<file path="config.mk">
export PLATFORM = sky130hd
export DESIGN_NAME = param_cascade_counter_flat
export DESIGN_NICKNAME = d
export VERILOG_FILES = /design/src/rtl/param_cascade_counter_if.sv /design/src/rtl/param_cascade_counter.sv /design/src/flat_wrapper.sv
export SDC_FILE = /design/constraint.sdc
export NUM_CORES = 1
export LEC_CHECK = 0
export CAP_MARGIN = 20
export CORE_MARGIN = 4
export CORE_UTILIZATION = 48
export CTS_CLUSTER_SIZE = 10
export DETAILED_ROUTE_END_ITERATION = 10
export HOLD_SLACK_MARGIN = 0.02
export PLACE_DENSITY = 0.85
export SETUP_SLACK_MARGIN = 0.1
export SLEW_MARGIN = 20
export SYNTH_ARGS = -nofsm -noshare
export SYNTH_HDL_FRONTEND = slang
export SYNTH_SLANG_ARGS = --single-unit
</file>
<file path="constraint.sdc">
create_clock -name clk -period 4.7 [get_ports clk]
set_input_delay 1.41 -clock clk [delete_from_list [all_inputs] [get_ports clk]]
set_output_delay 1.41 -clock clk [all_outputs]
set_load 0.005 [all_outputs]
</file>
<file path="src/rtl/param_cascade_counter_if.sv">
// Bus bundle for param_cascade_counter: mode/enable/data in, count/carry/flag out.
// The master side drives control and data; the counter is the slave.
interface param_cascade_counter_if #(
  parameter int WIDTH = 8
);
  logic [1:0]       s;
  logic             enpN;
  logic             entN;
  logic [WIDTH-1:0] d;
  logic [WIDTH-1:0] modulo;
  logic             clrWrap;
  logic [WIDTH-1:0] q;
  logic             rcoN;
  logic             wrapped;

  modport master (
    output s, enpN, entN, d, modulo, clrWrap,
    input  q, rcoN, wrapped
  );

  modport slave (
    input  s, enpN, entN, d, modulo, clrWrap,
    output q, rcoN, wrapped
  );
endinterface

</file>
<file path="src/rtl/param_cascade_counter.sv">
// Cascadable up/down/load/clear counter with sticky wrap flag.
// Define PARAM_COUNTER_MODULO_EN to take the terminal value from the modulo input.
module param_cascade_counter #(
  parameter int WIDTH   = 8,
  parameter int ONESHOT = 0
) (
  input logic                          clk,
  input logic                          asyncResetN,
  param_cascade_counter_if.slave       bus
);
  localparam logic [1:0] S_CLR  = 2'b00;
  localparam logic [1:0] S_DOWN = 2'b01;
  localparam logic [1:0] S_LOAD = 2'b10;
  localparam logic [1:0] S_UP   = 2'b11;

  logic [WIDTH-1:0] q_q, q_d;
  logic             wrapped_q, wrapped_d;
  logic [WIDTH-1:0] top_val;
  logic             en;
  logic             up_term;
  logic             dn_term;
  logic             term_hit;

`ifdef PARAM_COUNTER_MODULO_EN
  assign top_val = bus.modulo;
`else
  logic unused_modulo;
  assign top_val       = '1;
  assign unused_modulo = ^bus.modulo;
`endif

  assign en      = ~bus.enpN & ~bus.entN;
  assign up_term = (q_q >= top_val);
  assign dn_term = (q_q == '0);

  // Next count and terminal-branch detection from mode and enables.
  always_comb begin
    q_d      = q_q;
    term_hit = 1'b0;
    unique case (bus.s)
      S_LOAD: q_d = bus.d;
      S_CLR: begin
        if (en) q_d = '0;
      end
      S_UP: begin
        if (en) begin
          if (up_term) begin
            term_hit = 1'b1;
            q_d      = (ONESHOT != 0) ? q_q : '0;
          end else begin
            q_d = q_q + 1'b1;
          end
        end
      end
      S_DOWN: begin
        if (en) begin
          if (dn_term) begin
            term_hit = 1'b1;
            q_d      = (ONESHOT != 0) ? '0 : top_val;
          end else begin
            q_d = q_q - 1'b1;
          end
        end
      end
    endcase
  end

  // Sticky flag: a terminal hit beats a same-cycle clear.
  always_comb begin
    wrapped_d = wrapped_q;
    if (bus.clrWrap) wrapped_d = 1'b0;
    if (term_hit)    wrapped_d = 1'b1;
  end

  // Count and flag registers, cleared asynchronously.
  always_ff @(posedge clk or negedge asyncResetN) begin
    if (!asyncResetN) begin
      q_q       <= '0;
      wrapped_q <= 1'b0;
    end else begin
      q_q       <= q_d;
      wrapped_q <= wrapped_d;
    end
  end

  assign bus.q       = q_q;
  assign bus.wrapped = wrapped_q;
  assign bus.rcoN    = ~(~bus.entN &
                         (((bus.s == S_UP) & up_term) |
                          ((bus.s == S_DOWN) & dn_term)));
endmodule

</file>
<file path="src/flat_wrapper.sv">
// flat-port wrapper written by rule: the top's interface ports become plain ports
module param_cascade_counter_flat 
#(
  parameter int WIDTH   = 8,
  parameter int ONESHOT = 0
)
  (clk, asyncResetN, bus_s, bus_enpN, bus_entN, bus_d, bus_modulo, bus_clrWrap, bus_q, bus_rcoN, bus_wrapped);
  param_cascade_counter_if #(.WIDTH(WIDTH)) bus_i ();
  input logic clk;
  input logic asyncResetN;
  input wire logic [$bits(bus_i.s)-1:0] bus_s;
  input wire logic [$bits(bus_i.enpN)-1:0] bus_enpN;
  input wire logic [$bits(bus_i.entN)-1:0] bus_entN;
  input wire logic [$bits(bus_i.d)-1:0] bus_d;
  input wire logic [$bits(bus_i.modulo)-1:0] bus_modulo;
  input wire logic [$bits(bus_i.clrWrap)-1:0] bus_clrWrap;
  output wire logic [$bits(bus_i.q)-1:0] bus_q;
  output wire logic [$bits(bus_i.rcoN)-1:0] bus_rcoN;
  output wire logic [$bits(bus_i.wrapped)-1:0] bus_wrapped;
  assign bus_i.s = bus_s;
  assign bus_i.enpN = bus_enpN;
  assign bus_i.entN = bus_entN;
  assign bus_i.d = bus_d;
  assign bus_i.modulo = bus_modulo;
  assign bus_i.clrWrap = bus_clrWrap;
  assign bus_q = bus_i.q;
  assign bus_rcoN = bus_i.rcoN;
  assign bus_wrapped = bus_i.wrapped;
  param_cascade_counter #(.WIDTH(WIDTH), .ONESHOT(ONESHOT)) u_core (.clk(clk), .asyncResetN(asyncResetN), .bus(bus_i));
endmodule
</file>
==> load_flow_metrics.sql <==
INSERT INTO impl_metrics (metric_group, metric, value, unit) VALUES
('cts', 'holdBufCountCts', '0', ''),
('die', 'die_area', '0.00268', 'mm2'),
('route', 'route.detailed.wl_per_inst', '16.2', 'um'),
('logic_synthesis', 'avgSynthCellArea', '7.65', 'um2'),
('cts', 'clock-sinks', '9', ''),
('logic_synthesis', 'synth_area_in_simple_gates', '32.2', '%'),
('global_route', 'global_route_wire_length_before_repair', '4440', 'um'),
('sta', 'tightestPinTransition', '0.648', 'ns'),
('global_route', 'antenna_found_initial', '0', ''),
('cts', 'cts.clk_slew.worst_paths', '0.06', 'ns'),
('global_route', 'grt.overflow.total', '0', ''),
('cts', 'clock_path_buffers', '2', ''),
('critical_path', 'worstPathMaxFanout', '12', ''),
('cts', 'clkLatencyLatePin', '0.27', 'ns'),
('sta', 'finalHoldViolCount', '0', ''),
('global_route', 'first_global_vias', '959', ''),
('logic_synthesis', 'synthesis.instances', '120', ''),
('status', 'status', 'finished, final reports clean', ''),
('sta', 'max_clock_freq', '223', 'MHz'),
('logic_synthesis', 'xor_xnor_share_of_the_synthesized_area', '2.86', '%'),
('route', 'first_pass_iters', '5', ''),
('sta', 'final.setup.tns', '0', 'ns'),
('cts', 'htreeDepth', '1', ''),
('sta', 'setup_viol', '0', ''),
('finish', 'antenna_diode_count', '0', ''),
('finish', 'area_growth', '28.9', '%'),
('power_and_ir_drop', 'leak', '0.441', 'nW'),
('global_route', 'maximum_number_of_pins_on_one_net_before_global_route_repair', '17', ''),
('sta', 'rsz_0062_raised_after_global_routing', 'no', ''),
('sta', 'layout_worst_path_cycle_share', '95.4', '%'),
('critical_path', 'worst_ep_required_time', '3.29', 'ns'),
('cts', 'tritoncts', 'done', ''),
('critical_path', 'critPathKind', 'in2out', ''),
('logic_synthesis', 'synthDistinctLibCells', '43', ''),
('cts', 'post-cts-setup-buffers', '0', ''),
('cts', 'cts_resized', '0', ''),
('power_and_ir_drop', 'ir_worst_vdd', '0.000184', 'V'),
('logic_synthesis', 'yosys_warnings', '0', ''),
('global_route', 'global_route.usage.total', '22.3', '%'),
('cts', 'cts_made_buffers', '3', ''),
('logic_synthesis', 'muxShareOfSynthArea', '1.09', '%'),
('finish', 'fin_area', '0.00118', 'mm2'),
('critical_path', 'cp_cell_sequence', 'clkdlybuf4s50_1, nand2_1, nor3_1, o21bai_1, clkdlybuf4s50_1', ''),
('power_and_ir_drop', 'pwr_cell_area', '274', 'mW/mm2'),
('place', 'detailed_place.area', '0.00116', 'mm2'),
('finish', 'layout.core_utilization', '67.1', '%'),
('critical_path', 'crit_arrival', '3.07', 'ns'),
('sta', 'final.setup_skew', '0.00223', 'ns'),
('route', 'route.detailed.drc', '0', ''),
('job', 'maxCapViolations', '0', ''),
('sta', 'min_period', '4.48', 'ns'),
('logic_synthesis', 'ys_seq_area_share', '24.5', '%'),
('logic_synthesis', 'ys_ff_latch', '9', ''),
('cts', 'clock_tree.root_cell', 'clkbuf_4', ''),
('critical_path', 'setup.worst_path.end_class', 'output port', ''),
('logic_synthesis', 'post_synthesis_adder_cell_area_fraction', '4.09', '%'),
('logic_synthesis', 'mappedNetlistArea', '918', 'um2'),
('place', 'detailedPlacementHpwl', '1990', 'um'),
('logic_synthesis', 'synth_compound_area_share', '27.2', '%'),
('finish', 'fin_nets', '168', ''),
('route', 'postRouteWirelength', '2680', 'um'),
('route', 'detail_route.iter0.violations', '84', ''),
('sta', 'final.hold.worst_slack', '0.526', 'ns'),
('route', 'dr_total_vias', '1090', ''),
('die', 'core-area', '0.00176', 'mm2'),
('die', 'width_of_the_die', '51.7', 'um'),
('route', 'routed_via_density', '6.57', ''),
('sta', 'drv_slew', '0', ''),
('die', 'chipHeight', '51.7', 'um'),
('critical_path', 'critPathMaxStageDelay', '0.72', 'ns'),
('critical_path', 'critical_path.slowest_cell', 'clkdlybuf4s50_1', ''),
('critical_path', 'critical_path.startpoint_type', 'input port', ''),
('route', 'route.antenna.remaining_nets', '0', ''),
('logic_synthesis', 'synthesis.nets', '146', ''),
('critical_path', 'crit_path_frequent_cell', 'clkdlybuf4s50_1', ''),
('die', 'start_util', '52.1', '%'),
('logic_synthesis', 'synth_top_family_by_area', 'simple AND/OR/NAND/NOR gates', ''),
('place', 'buffer_ports.inserted', '24', ''),
('die', 'num_io_pins', '33', ''),
('finish', 'post_route_cells_drive_above_1_share', '9.22', '%'),
('sta', 'max-slew-margin-rel', '56.5', '%'),
('die', 'core.rowCount', '15', ''),
('hold_path', 'hold_path_class', 'reg2reg', ''),
('place', 'place.gp.congestion', '0.948', '');
cells in the final DEF, fill, tap and decap left out, types with 4 or more instances in the layout:
master,count
nand3_1,14
nor2_1,9
dfrtp_1,9
nand2_1,5
nor3_1,5
a21oi_1,5
clkdlybuf4s50_1,24
o211ai_1,5
inv_1,7
nand2b_1,4
flip-flops by register name, indices dropped and copies added, names as in the netlist:
signal and flops:
u_core.bus.wrapped 1, u_core.bus.q 8
worst max-delay path: cells and delay by family:
family                 cells  cell delay (ns)
AOI/OAI and AO/OA          1             0.09
and+or+nand+nor            2             0.40
buffers and inverters      2             1.17
cell type report:
class	instances	area (um2)
Sequential cell	9	225
Tap cell	25	31.3
Fill cell	168	581
Clock buffer	4	26.3
Inverter	7	26.3
Multi-Input combinational cell	95	619
Timing Repair Buffer	26	255
kinds of logic after synthesis:
kind of cell	count (synthesis)
adders and majority gates	3
buffers and inverters	16
and+or+nand+nor	53
xor gates and xnor gates	3
AOI/OAI and AO/OA	35
DFF	9
muxes	1
per-stage QoR:
step	power (mW)	setup slack, ns	instances
3_3_place_gp	0.254	0.260	162
4_1_cts	0.322	0.238	166
3_5_place_dp	0.259	0.239	162
6_report	0.324	0.215	166
2_1_floorplan	0.205	1.24	120
5_1_grt	0.347	0.117	166
synthesized netlist by cell type, drive strengths merged:
library cell	number	area share [%]
xor2	3	2.9
and3	2	1.4
nand2b	4	2.7
nor4	3	2.7
or3b	1	0.95
o221a	1	1.2
nand4b	1	0.95
o211ai	5	4.1
or4	1	1.2
a221oi	1	0.95
ha	3	4.1
o22ai	3	2.0
nor2	10	4.4
o2111ai	1	0.95
nor2b	2	1.4
o21bai	1	0.82
a222oi	1	1.1
nor3	6	3.8
o2bb2ai	1	0.95
nand4	2	1.4
nand2	5	2.0
a311o	1	1.2
o21ba	1	1.1
a21oi	5	2.7
a211oi	2	1.6
o31ai	1	0.82
dfrtp	9	25
a221o	1	1.1
o21ai	6	3.3
clkbuf	3	1.2
a31oi	1	0.68
buf	6	4.0
o41ai	1	0.95
inv	7	2.9
nand3	14	7.6
o21a	2	1.6
mux2i	1	1.1
nor3b	2	1.6
where the power goes:
group          internal, mW  total (mW)  leakage, nW  switching (mW)
combinational        0.0708       0.130        0.314          0.0591
sequential           0.0888       0.131        0.112          0.0422
clock                0.0329      0.0628       0.0150          0.0299
worst paths after layout:
path	start	to	slack (ns)	depth (start not counted)
setup / recovery	bus_s[1]	bus_rcoN	0.22	5
hold / removal	u_core.bus.wrapped	u_core.bus.wrapped	0.53	2
setup reg to reg	u_core.bus.q[0]	u_core.bus.q[0]	2.72	6
hold reg to reg	u_core.bus.wrapped	u_core.bus.wrapped	0.53	2
max in group asynchronous	asyncResetN	u_core.bus.q[1]	2.95	1
min in group asynchronous	asyncResetN	u_core.bus.q[5]	1.45	1
layer usage:
| layer | GRT usage [%] | part of all wire, % |
|---|---|---|
| met5 | 0 | 0 |
| met4 | 12.2 | 3.3 |
| met3 | 2.58 | 12 |
| met2 | 35.2 | 47 |
| met1 | 29.6 | 38 |
(Power assumes the default switching activity.)
